File: src/rtl/header_reg_bank.sv
// header_reg_bank: shadow/active header bank with nonce-search handshake FSM.
// Optional RUN watchdog enabled by defining NONCE_TIMEOUT_EN.
module header_reg_bank #(
   parameter int NUM_CORES      = 1,
   parameter int WORDS          = 20,
   parameter int TIME_IDX       = 2,
   parameter int TIMEOUT_CYCLES = 2**24
) (
   input  logic                          sys_clk,
   input  logic                          rst,
   input  logic                          wr_en,
   input  logic [7:0]                    addr,
   input  logic [31:0]                   data,
   input  logic                          header_latch,
   input  logic                          inc_time,
   input  logic                          get_nonce,
   output logic [NUM_CORES*WORDS*32-1:0] eng_header,
   output logic                          eng_start,
   input  logic                          eng_ready,
   input  logic                          eng_done,
   input  logic                          eng_found,
   input  logic [31:0]                   eng_nonce,
   output logic                          res_valid,
   input  logic                          res_ready,
   output logic                          res_found,
   output logic [31:0]                   res_nonce,
   output logic                          res_timeout,
   output logic                          busy,
   output logic                          err
);
   typedef enum logic [1:0] {S_IDLE, S_START, S_RUN, S_RESULT} state_t;
   state_t r_state, w_next;
   logic [31:0] r_shadow [NUM_CORES][WORDS];
   logic [31:0] r_active [NUM_CORES][WORDS];
   logic [31:0] w_active [NUM_CORES][WORDS];
   logic        r_hdr_valid, r_pend_latch, r_err, r_found;
   logic [7:0]  r_pend_inc;
   logic [31:0] r_nonce, w_add;
   logic        w_wr_ok, w_run, w_exit, w_take, w_tmo;

   assign w_wr_ok = ({1'b0, addr[4:0]} < 6'(WORDS)) && ({1'b0, addr[7:5]} < 4'(NUM_CORES));
   assign w_run   = r_state == S_RUN;
   assign w_exit  = r_state == S_RESULT && res_ready;
   // Leaving RESULT replays a latch deferred during RUN, then the deferred time bumps.
   assign w_take  = (!w_run && header_latch) || (w_exit && r_pend_latch);
   assign w_add   = w_run ? 32'd0 : {24'd0, w_exit ? r_pend_inc : 8'd0} + {31'd0, inc_time};

   always_comb begin
      for (int c = 0; c < NUM_CORES; c++)
         for (int w = 0; w < WORDS; w++)
            w_active[c][w] = (w_take ? r_shadow[c][w] : r_active[c][w]) + (w == TIME_IDX ? w_add : 32'd0);
   end

   always_ff @(posedge sys_clk) begin
      for (int c = 0; c < NUM_CORES; c++)
         for (int w = 0; w < WORDS; w++) begin
            if (rst) begin
               r_shadow[c][w] <= '0;
               r_active[c][w] <= '0;
            end else begin
               if (w_wr_ok && wr_en && addr[7:5] == 3'(c) && addr[4:0] == 5'(w)) r_shadow[c][w] <= data;
               if (!w_run) r_active[c][w] <= w_active[c][w];
            end
         end
   end

   always_ff @(posedge sys_clk) begin
      if (rst) begin
         r_hdr_valid  <= 1'b0;
         r_pend_latch <= 1'b0;
         r_pend_inc   <= '0;
         r_err        <= 1'b0;
         r_found      <= 1'b0;
         r_nonce      <= '0;
      end else begin
         r_hdr_valid  <= r_hdr_valid || w_take;
         r_pend_latch <= w_exit ? 1'b0 : r_pend_latch || (w_run && header_latch);
         r_pend_inc   <= w_exit ? 8'd0 : r_pend_inc + 8'(w_run && inc_time && r_pend_inc != 8'hFF);
         r_err        <= (wr_en && !w_wr_ok) || (get_nonce && (r_state != S_IDLE || !r_hdr_valid));
         if (w_run && eng_done) begin
            r_found <= eng_found;
            r_nonce <= eng_found ? eng_nonce : 32'd0;
         end else if (w_tmo) begin
            r_found <= 1'b0;
            r_nonce <= '0;
         end
      end
   end

`ifdef NONCE_TIMEOUT_EN
   logic [31:0] r_cnt;
   logic        r_timeout;
   assign w_tmo       = w_run && r_cnt == 32'(TIMEOUT_CYCLES - 1);
   assign res_timeout = r_timeout;
   always_ff @(posedge sys_clk) begin
      if (rst) begin
         r_cnt     <= '0;
         r_timeout <= 1'b0;
      end else begin
         r_cnt <= w_run ? r_cnt + 32'd1 : 32'd0;
         if (w_run && eng_done) r_timeout <= 1'b0;
         else if (w_tmo) r_timeout <= 1'b1;
      end
   end
`else
   assign w_tmo       = 1'b0 && TIMEOUT_CYCLES > 0;
   assign res_timeout = 1'b0;
`endif

   always_ff @(posedge sys_clk) begin
      if (rst) r_state <= S_IDLE;
      else r_state <= w_next;
   end

   always_comb begin
      w_next = r_state;
      case (r_state)
         S_IDLE:   w_next = (get_nonce && r_hdr_valid) ? S_START : S_IDLE;
         S_START:  w_next = eng_ready ? S_RUN : S_START;
         S_RUN:    w_next = (eng_done || w_tmo) ? S_RESULT : S_RUN;
         S_RESULT: w_next = res_ready ? S_IDLE : S_RESULT;
         default:  w_next = S_IDLE;
      endcase
   end

   always_comb begin
      eng_start = r_state == S_START;
      res_valid = r_state == S_RESULT;
      busy      = r_state != S_IDLE;
   end

   assign res_found = r_found;
   assign res_nonce = r_nonce;
   assign err       = r_err;

   for (genvar c = 0; c < NUM_CORES; c++) begin : g_c
      for (genvar w = 0; w < WORDS; w++) begin : g_w
         assign eng_header[(c*WORDS+w)*32 +: 32] = r_active[c][w];
      end
   end
endmodule

File: config.mk
export PLATFORM = sky130hd
export DESIGN_NAME = header_reg_bank
export DESIGN_NICKNAME = d
export VERILOG_FILES = /design/src/rtl/header_reg_bank.sv
export SDC_FILE = /design/constraint.sdc
export NUM_CORES = 2
export LEC_CHECK = 0
export CORE_MARGIN = 10
export CORE_UTILIZATION = 30
export DETAILED_ROUTE_END_ITERATION = 16
export DONT_BUFFER_PORTS = 1
export GPL_TIMING_DRIVEN = 0
export PLACE_DENSITY_LB_ADDON = 0.15
export SYNTH_ARGS = -nofsm -noshare
export SYNTH_HDL_FRONTEND = slang
export SYNTH_SLANG_ARGS = --single-unit
export TNS_END_PERCENT = 5
File: constraint.sdc
create_clock -name sys_clk -period 31.4 [get_ports sys_clk]
set_input_delay 4.71 -clock sys_clk [delete_from_list [all_inputs] [get_ports sys_clk]]
set_output_delay 4.71 -clock sys_clk [all_outputs]
set_load 0.01 [all_outputs]
==> flow_summary.rst <==
.. list-table::
   :header-rows: 1

   * - Metric
     - Value
   * - 1st-iter DRT viols
     - 3134
   * - Highest achievable clock rate
     - about 120 MHz
   * - Remaining global-route overflow
     - 0
   * - Mapped Area
     - 0.04908 sq mm
   * - Arrival @ worst endpoint
     - around 8.6 ns
   * - Run status
     - finished clean
   * - Biggest area consumer among synthesized cells
     - sky130_fd_sc_hd__edfxtp_1
   * - Post-CTS sizing
     - 0
   * - Area fraction of the dominant cell type after synthesis
     - around two fifths
   * - Reported net switching power
     - ~0.96 mW
   * - Layout cells sized above 1
     - 6.785%
   * - Synth Area per Inst
     - ~11 sq um
   * - Final instance count without filler cells
     - a little over 7000
   * - Layout Nets
     - around 4900
   * - Maximum capacitance violations
     - 0
   * - Startpoint Class
     - input pin
   * - Share of synthesized registers carrying an async set or reset
     - 0%
   * - Overall power after layout
     - roughly 3.9 mW
   * - Routed wire length on met3
     - 12470 um
   * - Min-Delay Endpoint
     - r_shadow[0][109]$_SDFFE_PP0P_
   * - Pin count of the biggest net entering global routing
     - 69
   * - Via count of the first global-routing pass
     - between 30000 and 40000
   * - Routed Antenna Nets
     - 0
   * - Metal-1 WL
     - approximately 80000 um
   * - Clock network fraction of design power
     - between 40% and 50%
   * - Crit share post-route
     - roughly 26%
   * - CTS clk-pin slew, worst paths
     - 0.07 ns
   * - FF-to-FF setup slack
     - about 27 ns
   * - Latest clock arrival within the worst-skew pair
     - about 0.82 ns
   * - End of the worst register-to-register path
     - r_active[0][572]$_SDFFCE_PN0P_
   * - Worst slew pin tran
     - 1.467 ns
   * - Area added between synthesis and finish
     - 17.32%
   * - Share of the yosys chip area belonging to registers
     - between 60% and 70%
   * - Final max-slew violation count
     - 0
   * - Placer congestion estimate
     - ~0.86
   * - Cell area after placement
     - ~0.053 sq mm
   * - Clock root buffer master
     - sky130_fd_sc_hd__clkbuf_16
   * - Total via count in the routed design
     - between 30000 and 40000
   * - Leading cell types in the layout, fill and taps excluded
     - 1289 x sky130_fd_sc_hd__nand2_1, 672 x sky130_fd_sc_hd__edfxtp_1, 654 x sky130_fd_sc_hd__dfxtp_1
   * - LEAKAGE
     - around 20 nW
   * - Class of the most critical hold timing path
     - reg -> reg
   * - Layout Cell Area excl Fill
     - between 0.05 and 0.06 sq mm
   * - Clock buffer depth
     - 3
   * - Total met2 wirelength after detailed routing
     - roughly 100000 um
   * - Count of input and output buffers
     - 0
   * - Depth of the most critical reg-to-reg path
     - 17
   * - Switching part of the total
     - 24.81%
   * - Crit path capture type
     - register
   * - Number of cells traversed by the worst hold path
     - 2
   * - Quantity of hold-fixing buffers added after cts
     - 0
   * - Clock sink total
     - about 1300
   * - Global-route usage over all layers
     - between 20% and 30%
   * - # IOs
     - 760
   * - Aggregate routed wire length
     - 201500 um
   * - Placement row count
     - between 100 and 150
   * - Number of distinct library cells after synthesis
     - 60
   * - Largest cells by area after synthesis
     - sky130_fd_sc_hd__edfxtp_1 41%, sky130_fd_sc_hd__dfxtp_1 27%, sky130_fd_sc_hd__nand2_1 9.9%, sky130_fd_sc_hd__and2_1 7.9%, sky130_fd_sc_hd__a21oi_1 6.4%
   * - Aggregate negative setup slack
     - 0 ns
   * - Count of flip-flops with a built-in enable after synthesis
     - 672
   * - Path type of the worst setup path
     - in -> reg
   * - Max-slew headroom at the worst pin
     - under 10%
   * - Top routing layer used
     - met4
   * - DRC
     - 0
   * - Number of buffers inserted during clock tree synthesis
     - ~150
   * - Int Pwr
     - 2.897 mW
   * - Buffer count from post-CTS setup fixing
     - 0
   * - Number of H-tree branching levels
     - 4
   * - Worst Clk Skew
     - roughly 0.030 ns
   * - Area of the die
     - around 0.18 sq mm
   * - Worst hold path startpoint
     - r_shadow[0][109]$_SDFFE_PP0P_
   * - First-pass iteration count of the detailed router
     - 5
   * - Total setup violations reported at the end of the flow
     - 0
   * - Most common cell after layout, fill and taps aside
     - sky130_fd_sc_hd__nand2_1
   * - Sequential fraction of design power
     - between 50 and 60%
   * - Largest fanout of any net on the critical path
     - 10
   * - Synth Register Bits
     - 1326
   * - Wire length of the first global-routing pass
     - around 270000 um
   * - Setup repair after global routing missed its margin
     - no
   * - Final Hold Viols
     - 0
   * - Core Region
     - around 0.16 sq mm
   * - Die width
     - 424.5 um
   * - Number of nets produced by synthesis
     - 4734
   * - Cell count after placement
     - 6842
   * - Starting utilization of the core area
     - a little under a third
   * - Reg2Reg Launch Point
     - r_state[0]$_SDFF_PP0_
   * - Warning count from the yosys run
     - 0
   * - Routed length per placed instance
     - roughly 28 um
   * - Instance count of the mapped netlist
     - 4638
   * - Min Tclk post-route
     - 8.017 ns
   * - HPWL Detailed
     - around 140000 um
   * - Clock tree from TritonCTS
     - built
   * - Routed via count divided by cell count
     - ~4.8
   * - Ratio of total power to cell area
     - between 60 and 70 mW/mm^2
   * - Vert. Die Dim
     - between 400 and 500 um
   * - CP Launch Point
     - res_ready
   * - Worst Path Required
     - about 32 ns
   * - Power share of the combinational group
     - 3.7%
   * - Most used DFF post-synth
     - sky130_fd_sc_hd__edfxtp_1
   * - Antenna violations before repair
     - 21
   * - IR drop worst, VDD
     - about 0.056 mV
[critical path: stages]
cell	delay (ns)
sky130_fd_sc_hd__a31oi_1	0.52
sky130_fd_sc_hd__nor2_1	0.28
sky130_fd_sc_hd__clkbuf_1	0.33
sky130_fd_sc_hd__buf_1	0.29
sky130_fd_sc_hd__nand2_1	0.12
sky130_fd_sc_hd__nand2_1	0.06
sky130_fd_sc_hd__ha_1	0.24
sky130_fd_sc_hd__fa_1	0.46
sky130_fd_sc_hd__a21o_1	0.19
sky130_fd_sc_hd__o21a_1	0.19
sky130_fd_sc_hd__o22ai_1	0.24
sky130_fd_sc_hd__clkbuf_1	0.50
sky130_fd_sc_hd__nor4_1	0.16
sky130_fd_sc_hd__xor2_1	0.20
sky130_fd_sc_hd__nor2_1	0.06
[layer usage]
| metal | track usage (%) | vias to the layer above |
|---|---|---|
| met5 | 0 | - |
| met4 | 9.868 | 0 |
| met3 | 4.496 | 279 |
| met2 | 37.02 | 1159 |
| met1 | 25.35 | 16690 |
| li1 | - | 15810 |
[area by class of cell]
| cell class | count | area (sq um) |
|---|---|---|
| diodes | 17 | 42.54 |
| well taps | 2175 | 2721 |
| inverters | 8 | 30.03 |
| fillers | 16330 | 105200 |
| clock buffers | 216 | 4295 |
| plain buffers | 365 | 1461 |
| clock inverters | 68 | 700.7 |
| repair buffers | 30 | 658.1 |
| multi-input cells | 2939 | 14400 |
| flip-flops and latches | 1326 | 33270 |
[power groups by stage]
| stage | registers (mW) | clock network (mW) | logic, mW |
|---|---|---|---|
| after global placement | 2.03 | 0 | 0.134 |
| after detailed placement | 1.97 | 0 | 0.146 |
| after floorplan | 1.97 | 0 | 0.0585 |
| after CTS | 1.94 | 1.81 | 0.146 |
| after global routing | 1.94 | 1.88 | 0.151 |
| final | 1.94 | 1.78 | 0.142 |
[worst max path at each step]
stage | endpoint | slack (ns) | cells past startpoint
4_1_cts | r_active[0][572]$_SDFFCE_PN0P_ | 23.46 | 15
3_5_place_dp | r_active[0][572]$_SDFFCE_PN0P_ | 22.58 | 15
5_1_grt | r_active[0][562]$_SDFFCE_PN0P_ | 23.20 | 15
6_report | r_active[0][572]$_SDFFCE_PN0P_ | 23.38 | 15
3_3_place_gp | r_active[0][302]$_SDFFCE_PN0P_ | 0.17 | 3
2_1_floorplan | r_active[0][0]$_SDFFCE_PN0P_ | 10.59 | 3
[Yosys cell counts (4+ instances only)]
library cell and number:
sky130_fd_sc_hd__nand4_1 9, sky130_fd_sc_hd__xor2_1 17, sky130_fd_sc_hd__dfxtp_1 654, sky130_fd_sc_hd__nor2b_1 4, sky130_fd_sc_hd__a21o_1 4, sky130_fd_sc_hd__inv_1 8
sky130_fd_sc_hd__nand2b_1 40, sky130_fd_sc_hd__o21ai_1 31, sky130_fd_sc_hd__nand3_1 48, sky130_fd_sc_hd__o21ai_0 11, sky130_fd_sc_hd__and2_0 4, sky130_fd_sc_hd__o31ai_1 4
sky130_fd_sc_hd__a21oi_1 624, sky130_fd_sc_hd__buf_2 15, sky130_fd_sc_hd__and2_1 619, sky130_fd_sc_hd__mux2i_1 20, sky130_fd_sc_hd__nor2_1 94, sky130_fd_sc_hd__nor4_1 8
sky130_fd_sc_hd__or2_2 4, sky130_fd_sc_hd__and3_1 10, sky130_fd_sc_hd__clkbuf_1 344, sky130_fd_sc_hd__a31oi_1 9, sky130_fd_sc_hd__xnor2_1 9, sky130_fd_sc_hd__nand2_1 1289
sky130_fd_sc_hd__edfxtp_1 672, sky130_fd_sc_hd__nor3_1 23, sky130_fd_sc_hd__ha_1 13
[registers in the layout (all words and copies together) (netlist names)]
| name | flops |
|---|---|
| res_found | 1 |
| r_pend_latch | 1 |
| r_state | 2 |
| err | 1 |
| res_nonce | 32 |
| r_pend_inc | 8 |
| r_shadow | 640 |
| r_hdr_valid | 1 |
| r_active | 640 |
[per-stage QoR]
stage | utilization, % | setup WS [ns] | hold slack [ns]
finish | 35.37 | 23.38 | 0.4442
global route | 35.37 | 23.20 | 0.4600
CTS | 35.34 | 23.46 | 0.4475
detailed placement | 32.27 | 22.58 | 0.4396
global placement | 31.82 | 0.1696 | 0.4332
floorplan | - | 10.59 | 0.4273
[kinds of logic (layout without fill, tap and decap cells)]
group	count (synthesis)	in the layout	share of synthesized area, %
compound gates	709	709	7.485
xor+xnor	26	26	0.4640
buf+inv	373	687	2.929
flops	1326	1326	67.79
fa+ha+maj	14	14	0.3722
mux	23	23	0.5073
other cells	1	18	0.007641
simple gates	2166	2166	20.44
Power figures use the tool's default switching activity.
